File: src/rtl/dmem_ctrl.sv
// Data-memory access controller for the MEM stage.
// Drives a single-outstanding req/ack data bus and stalls the pipeline until done.
module dmem_ctrl (
  input  logic        clk,
  input  logic        rst,
  input  logic [7:0]  mem_aluop_i,
  input  logic [31:0] mem_addr_i,
  input  logic [31:0] mem_reg2_i,
  input  logic [4:0]  mem_wd_i,
  input  logic        mem_wreg_i,
  input  logic [31:0] mem_wdata_i,
  output logic [4:0]  wd_o,
  output logic        wreg_o,
  output logic [31:0] wdata_o,
  output logic        stallreq_o,
  output logic        bus_req_o,
  output logic        bus_we_o,
  output logic [3:0]  bus_sel_o,
  output logic [31:0] bus_addr_o,
  output logic [31:0] bus_data_o,
  input  logic        bus_ack_i,
  input  logic        bus_err_i,
  input  logic [31:0] bus_data_i,
  output logic        err_o
);

  localparam logic [7:0] EXE_LB_OP  = 8'hE0;
  localparam logic [7:0] EXE_LH_OP  = 8'hE1;
  localparam logic [7:0] EXE_LW_OP  = 8'hE3;
  localparam logic [7:0] EXE_LBU_OP = 8'hE4;
  localparam logic [7:0] EXE_LHU_OP = 8'hE5;
  localparam logic [7:0] EXE_SB_OP  = 8'hE8;
  localparam logic [7:0] EXE_SH_OP  = 8'hE9;
  localparam logic [7:0] EXE_SW_OP  = 8'hEB;

  localparam logic [1:0] IDLE = 2'd0;
  localparam logic [1:0] BUSY = 2'd1;
  localparam logic [1:0] DONE = 2'd2;

  logic [1:0]  state;
  logic [1:0]  state_n;
  logic [31:0] data_q;
  logic        err_q;

  logic        is_load;
  logic        is_store;
  logic        is_mem;
  logic        is_byte;
  logic        is_half;
  logic        is_word;
  logic        is_sext;
  logic        misal;
  logic [3:0]  sel_n;
  logic [31:0] st_data;
  logic [7:0]  ld_byte;
  logic [15:0] ld_half;
  logic [31:0] ld_data;

  always_comb begin
    is_load  = 1'b0;
    is_store = 1'b0;
    is_byte  = 1'b0;
    is_half  = 1'b0;
    is_word  = 1'b0;
    is_sext  = 1'b0;
    case (mem_aluop_i)
      EXE_LB_OP: begin
        is_load = 1'b1;
        is_byte = 1'b1;
        is_sext = 1'b1;
      end
      EXE_LH_OP: begin
        is_load = 1'b1;
        is_half = 1'b1;
        is_sext = 1'b1;
      end
      EXE_LW_OP: begin
        is_load = 1'b1;
        is_word = 1'b1;
      end
      EXE_LBU_OP: begin
        is_load = 1'b1;
        is_byte = 1'b1;
      end
      EXE_LHU_OP: begin
        is_load = 1'b1;
        is_half = 1'b1;
      end
      EXE_SB_OP: begin
        is_store = 1'b1;
        is_byte  = 1'b1;
      end
      EXE_SH_OP: begin
        is_store = 1'b1;
        is_half  = 1'b1;
      end
      EXE_SW_OP: begin
        is_store = 1'b1;
        is_word  = 1'b1;
      end
      default: ;
    endcase
  end

  assign is_mem = is_load | is_store;
  assign misal  = (is_half & mem_addr_i[0])
                | (is_word & (|mem_addr_i[1:0]));

  // Big-endian lanes: byte 0 lives in bits [31:24]
  always_comb begin
    sel_n   = 4'b0000;
    st_data = mem_reg2_i;
    unique case (1'b1)
      is_byte: begin
        st_data = {4{mem_reg2_i[7:0]}};
        case (mem_addr_i[1:0])
          2'd0:    sel_n = 4'b1000;
          2'd1:    sel_n = 4'b0100;
          2'd2:    sel_n = 4'b0010;
          default: sel_n = 4'b0001;
        endcase
      end
      is_half: begin
        st_data = {2{mem_reg2_i[15:0]}};
        sel_n   = mem_addr_i[1] ? 4'b0011 : 4'b1100;
      end
      is_word: sel_n = 4'b1111;
      default: ;
    endcase
  end

  always_comb begin
    case (mem_addr_i[1:0])
      2'd0:    ld_byte = data_q[31:24];
      2'd1:    ld_byte = data_q[23:16];
      2'd2:    ld_byte = data_q[15:8];
      default: ld_byte = data_q[7:0];
    endcase
    ld_half = mem_addr_i[1] ? data_q[15:0] : data_q[31:16];
    ld_data = data_q;
    unique case (1'b1)
      is_byte: ld_data = {{24{is_sext & ld_byte[7]}}, ld_byte};
      is_half: ld_data = {{16{is_sext & ld_half[15]}}, ld_half};
      default: ;
    endcase
  end

  always_ff @(posedge clk) begin
    if (rst) begin
      state      <= IDLE;
      bus_req_o  <= 1'b0;
      bus_we_o   <= 1'b0;
      bus_sel_o  <= 4'b0000;
      bus_addr_o <= 32'h0;
      bus_data_o <= 32'h0;
      data_q     <= 32'h0;
      err_q      <= 1'b0;
    end else begin
      state <= state_n;
      case (state)
        IDLE: begin
          if (is_mem && !misal) begin
            bus_req_o  <= 1'b1;
            bus_we_o   <= is_store;
            bus_sel_o  <= sel_n;
            bus_addr_o <= {mem_addr_i[31:2], 2'b00};
            bus_data_o <= is_store ? st_data : 32'h0;
          end
        end
        BUSY: begin
          if (bus_ack_i || bus_err_i) begin
            bus_req_o <= 1'b0;
            bus_we_o  <= 1'b0;
            data_q    <= bus_data_i;
            err_q     <= bus_err_i;
          end
        end
        default: ;
      endcase
    end
  end

  // DONE never re-arms the bus, so a stalled op cannot issue twice
  always_comb begin
    state_n    = state;
    wd_o       = mem_wd_i;
    wreg_o     = mem_wreg_i;
    wdata_o    = mem_wdata_i;
    stallreq_o = 1'b0;
    err_o      = 1'b0;
    case (state)
      IDLE: begin
        if (is_mem) begin
          wreg_o = 1'b0;
          if (misal) begin
            err_o = 1'b1;
          end else begin
            stallreq_o = 1'b1;
            state_n    = BUSY;
          end
        end
      end
      BUSY: begin
        stallreq_o = 1'b1;
        wreg_o     = 1'b0;
        if (bus_ack_i || bus_err_i) begin
          state_n = DONE;
        end
      end
      DONE: begin
        state_n = IDLE;
        err_o   = err_q;
        wreg_o  = (is_store || err_q) ? 1'b0 : mem_wreg_i;
        if (is_load) begin
          wdata_o = ld_data;
        end
      end
      default: state_n = IDLE;
    endcase
    if (rst) begin
      wd_o       = 5'd0;
      wreg_o     = 1'b0;
      wdata_o    = 32'h0;
      stallreq_o = 1'b0;
      err_o      = 1'b0;
    end
  end

endmodule

File: config.mk
export PLATFORM = sky130hd
export DESIGN_NAME = dmem_ctrl
export DESIGN_NICKNAME = d
export VERILOG_FILES = /design/src/rtl/dmem_ctrl.sv
export SDC_FILE = /design/constraint.sdc
export NUM_CORES = 1
export LEC_CHECK = 0
export CAP_MARGIN = 20
export CORE_ASPECT_RATIO = 1.2
export CORE_MARGIN = 5
export CORE_UTILIZATION = 38
export CTS_CLUSTER_SIZE = 40
export DETAILED_ROUTE_END_ITERATION = 10
export HOLD_SLACK_MARGIN = 0.15
export PLACE_DENSITY = 0.77
export SLEW_MARGIN = 5
export SYNTH_ARGS = -nofsm -noshare
export SYNTH_HDL_FRONTEND = slang
export SYNTH_SLANG_ARGS = --single-unit
File: constraint.sdc
create_clock -name clk -period 2.2 [get_ports clk]
set_clock_uncertainty 0.2 [all_clocks]
set_input_delay 0.44 -clock clk [delete_from_list [all_inputs] [get_ports clk]]
set_output_delay 0.44 -clock clk [all_outputs]
set_load 0.03 [all_outputs]
; Yosys cells after proc, flatten, opt, wreduce, memory -nomap -nowiden
; Cells that the tools add are included.
; W data, S select, Z words.
[word_totals]
ramBits = 0
ff_bits = 103
out_inout_bits = 110
romBits = 0
in_bits = 146
n_memories = 0
elab_cells = 87
latch_bits = 0
[classes]
bitwise_logic = 6
shift = 0
addsub = 0
n_reduce_logical = 18
mul = 0
eq_ne = 16
magnitude_cmp = 0
div = 0
muxes = 39
[op_table]
columns = op, count
row1 = $mux W32, 4
row2 = $pmux W32 S2, 2
row3 = $eq A8 B8 Y1 const B, 8
row4 = $pmux W4 S3, 2
row5 = $pmux W8 S3, 1
row6 = $mux W1, 18
row7 = $mux W16, 1
row8 = $reduce_or A3 Y1, 3
row9 = $ne A2 B2 Y1 const B, 4
row10 = $pmux W1 S2, 4
row11 = $mux W2, 3
row12 = $reduce_and A3 Y1, 2
row13 = $reduce_or A2 Y1, 3
row14 = $mux W5, 1
row15 = $reduce_or A5 Y1, 1
row16 = $and A1 B1 Y1, 4
row17 = $eq A2 B1 Y1 const B, 2
row18 = $eq A2 B2 Y1 const B, 2
row19 = $logic_not A2 Y1, 2
row20 = $mux W4, 1
row21 = $pmux W2 S2, 1
row22 = $reduce_and A2 Y1, 2
row23 = $pmux W1 S3, 1
row24 = $logic_or A1 B1 Y1, 2
row25 = 4 further kinds, 5

; Logic depth before layout (Yosys ltp)
[depth]
depth_word = 9
depth_mapped = 8
depth_no_buf = 4

; Worst setup path before layout
; Ideal clock, no wire load.
[synth_path]
path_kind = input to output
startpoint = in mem_aluop_i[2]
endpoint = out wdata_o[30]
n_path_buf = 3
arrival_ns = 2.345
path_slack_ns = -0.785
required_ns = 1.560
path_stages = 7
cell_sequence = buf_2 nand2b_4 a2111oi_4 nand2b_1 buf_2 buf_6 o32ai_1
[synth_via]
elab_chain_cells = 8
elab_cells_between_ends = 21
cone_classes = eq/ne: 7 / mux: 8 / bitwise: 2 / reduce/logical: 4
[synth_lines]
columns = element, line
row1 = "start, declared", 6  ; input logic [7:0] mem_aluop_i,
row2 = $eq A8 B8 Y1, 66  ; case (mem_aluop_i)
row3 = $reduce_or A2 Y1 (no line), n/a
row4 = $mux W1, 66
row5 = "$and A1 B1 Y1, on equally long branches", "143, 142"
row6 = $pmux W32 S2, 141  ; unique case (1'b1)
row7 = $mux W32 *, 214  ; if (is_load) begin
row8 = $mux W32 *, 191  ; case (state)
row9 = $mux W32 *, 220  ; if (rst) begin
row10 = "end, declared", 14  ; output logic [31:0] wdata_o,
; Mark *: on every way between the ends. The rest lies on a longest branch, timed or not.

; Worst setup path after layout
[layout_path]
startpoint = in mem_aluop_i[4]
endpoint = out wdata_o[9]
[layout_via]
elab_chain_cells = 8
elab_cells_between_ends = 20
cone_classes = eq/ne: 7 / mux: 8 / bitwise: 1 / reduce/logical: 4
[layout_lines]
columns = element, line
row1 = $eq A8 B8 Y1, 66
row2 = $reduce_or A2 Y1 (no line), n/a
row3 = $mux W1, 66
row4 = $and A1 B1 Y1, 142  ; is_byte: ld_data = {{24{is_sext & ld_byte[7]}}, ld_byte};
row5 = $pmux W32 S2, 141
row6 = $mux W32 *, 214
row7 = $mux W32 *, 191
row8 = $mux W32 *, 220
; Marked as above.

==> flow_metrics.py <==
metrics = {
    "status": {
        "status": "finished with violations",
        "violations": "negative setup slack",
    },
    "die": {
        "ioPinCount": 256,
        "die_h_um": 143,
        "dieArea_mm2": 0.0173,
        "row_count": 48,
        "core_mm2": 0.0145,
        "initial_core_util_pct": 38.8,
        "die_x_um": 121,
    },
    "power": {
        "cellPowerDensity_mw_per_mm2": 421,
        "swShare_pct": 27.5,
        "p_total_mw": 4.66,
        "ir_worst_vdd_uv": 426,
        "pwr-share-comb_pct": 23.3,
        "clkPwrFrac_pct": 36.2,
        "switching_power_mw": 1.28,
        "p_leak_nw": 3.85,
        "seqPwrFrac_pct": 40.5,
        "internal-power_mw": 3.38,
    },
    "yosys": {
        "synthArstFlopShare_pct": 0,
        "syn_area_mm2": 0.00561,
        "synth_edf_count": 0,
        "synth_top_area_share_pct": 36.8,
        "synthTopCellsByCount": "a21oi_1, dfxtp_1, nand2_1",
        "synth_top_cell_by_area": "dfxtp_1",
        "synthFlopType": "dfxtp_1",
        "synthTopCellsByArea": "dfxtp_1, a21oi_1, nand2_1",
        "synth_most_common_cell": "a21oi_1",
        "synth_seq_cells": 103,
        "ys_types": 58,
        "ys_seq_area_share_pct": 36.8,
        "yosys_warnings": 0,
        "syn-instance-count": 700,
        "avgSynthCellArea_um2": 8.01,
    },
    "grt": {
        "grt_usage_pct": 26.9,
        "overflow": 0,
        "grt_pass1_wl_um": 37200,
        "antenna_found_initial": 1,
        "grt_pass1_vias": 7067,
        "grt_start_max_net_pins": 83,
    },
    "sta": {
        "hold_violations": 0,
        "finalCriticalPeriod_ps": 2740,
        "worst_pin_slew_ps": 572,
        "setup_violations": 89,
        "fin_ws_ps": -538,
        "period_share_pct": 124,
        "hold_slack_ps": 258,
        "slew_headroom_pct": 60.9,
        "rsz0062_at_grt": "yes",
        "drv_slew": 0,
        "finalSetupTns_ps": -20920,
        "fmax_mhz": 365,
    },
    "setup_path": {
        "critical_path_buf_inv_count": 5,
        "crit_fanout": 7,
        "cp_cell_sequence": "buf_6 > nand4b_4 > a2111oi_4 > buf_6 > buf_12 > o21a_1 > buf_12 > a211oi_2 > buf_4",
        "cp-end-kind": "primary output",
        "required_ps": 1560,
        "cp_top_family": "buffers and inverters",
        "cpMaxStageDelayCell": "a2111oi_4",
        "cp.arrival_ps": 2100,
        "cpPeakStageDelay_ps": 450,
        "startpoint_type": "input port",
        "worstSetupPathType": "in -> out",
    },
    "clock_tree": {
        "cts_max_level": 3,
        "clk_pin_slew_ps": 70,
        "numCtsBuffers": 9,
        "cts_sinks": 103,
        "cts_tree": "yes",
        "clock_path_buffers": 2,
        "cts-root-buf": "clkbuf_16",
        "insertion_delay_ps": 340,
    },
    "layout": {
        "fin_nets": 1182,
        "area_growth_pct": 97.4,
        "drive_above_1_share_pct": 37.0,
    },
    "drt": {
        "postRouteWirelength_um": 25100,
        "via_count": 7049,
        "drt_iter0_markers": 594,
        "via_per_inst": 5.68,
        "drc_errors": 0,
        "wire_per_inst_um": 20.2,
        "ant_nets": 0,
        "drt_pre_antenna_iters": 8,
    },
    "min_path": {
        "hold_class": "reg -> reg",
    },
    "placement": {
        "dp_slack_ps": -1260,
        "dp_hpwl_um": 16400,
        "io_buffers": 253,
        "gp_congestion": 0.878,
    },
    "run": {
        "maxCapViolations": 0,
    },
}
-- layout by cell type (no fill, tap or decap), types with 13 or more instances in the layout --
cell type / synthesis / layout
a21oi_1: 105 / 101
buf_12: 0 / 29
buf_4: 4 / 90
buf_6: 6 / 57
clkdlybuf4s50_1: 0 / 202
dfxtp_1: 103 / 100
mux2_2: 23 / 23
nand2_1: 74 / 73
nand2b_1: 21 / 19
nand3_1: 44 / 43
nand4_1: 13 / 13
nor2_1: 37 / 28
o21ai_2: 0 / 68
o32ai_4: 0 / 17
-- worst reg2reg max path, cell delays in order (launching register included) --
cell and delay, ps:
dfxtp_2 340, buf_6 140, or2_4 270, buf_6 120, buf_4 120, or4_4 530
buf_12 190, buf_16 140, o21ai_2 120, a21oi_1 70
-- registers in the layout, indices dropped and copies added (netlist names) --
name,count
bus_data_o,32
data_q,32
bus_sel_o,4
err_q,1
bus_req_o,1
state,2
bus_addr_o,30
bus_we_o,1
-- cells by family after synthesis --
group,Yosys count,synth area share [%]
buffers and inverters,81,7.00
other,1,0.0668
muxes,31,6.27
and+or+nand+nor,223,20.2
DFF,103,36.8
AOI/OAI and AO/OA,261,29.8
-- through the flow --
step                      util [%]  instances  cell area [um^2]
final                         76.5       1242             11100
after global placement        64.3       1166              9310
after floorplan                  -        701              6120
after detailed placement      64.3       1166              9310
after global routing          76.5       1242             11100
after CTS                     75.3       1232             10900
-- per-layer routing --
metal  wire (um)  track usage [%]  vias up
li1            -                -     3253
met1        8980             29.8     3370
met2       13300             50.3      361
met3        1760             4.75       65
met4        1030             11.3        0
met5           0                0        -
-- final timing paths --
path / startpoint / end / slack, ps / depth (start not counted)
hold / removal: bus_addr_o[31] / bus_addr_o[31] / 260 / 2
setup reg to reg: state[0] / bus_addr_o[24] / -140 / 9
setup / recovery: mem_aluop_i[4] / wdata_o[9] / -540 / 9
hold reg to reg: bus_addr_o[31] / bus_addr_o[31] / 260 / 2
-- power groups by stage --
stage                     sequential (mW)  combinational, mW  clock (mW)
after floorplan                      1.94              0.417           0
after global placement               1.93              0.912           0
after detailed placement             1.93              0.918           0
after CTS                            1.88               1.04        1.71
after global routing                 1.89               1.14        1.79
final                                1.88               1.09        1.69
-- what timing repair did --
action	4_1_cts	5_1_grt
hold buffers	0	0
setup endpoints to repair	104	104
buffers inserted	42	9
resized for setup	347	23
gates cloned	11	1
pin swaps	44	19
-- area by class of cell --
class                      instances  area (um^2)
timing repair buffer             401         4350
multi-input combinational        518         4080
fill                             935         3400
sequential                       103         2070
tap                              200          250
clock buffer                      10          239
clock inverter                     6         76.3
inverter                           3         11.3
antenna                            1         2.50
No activity file was read; power rests on OpenSTA's default activity.
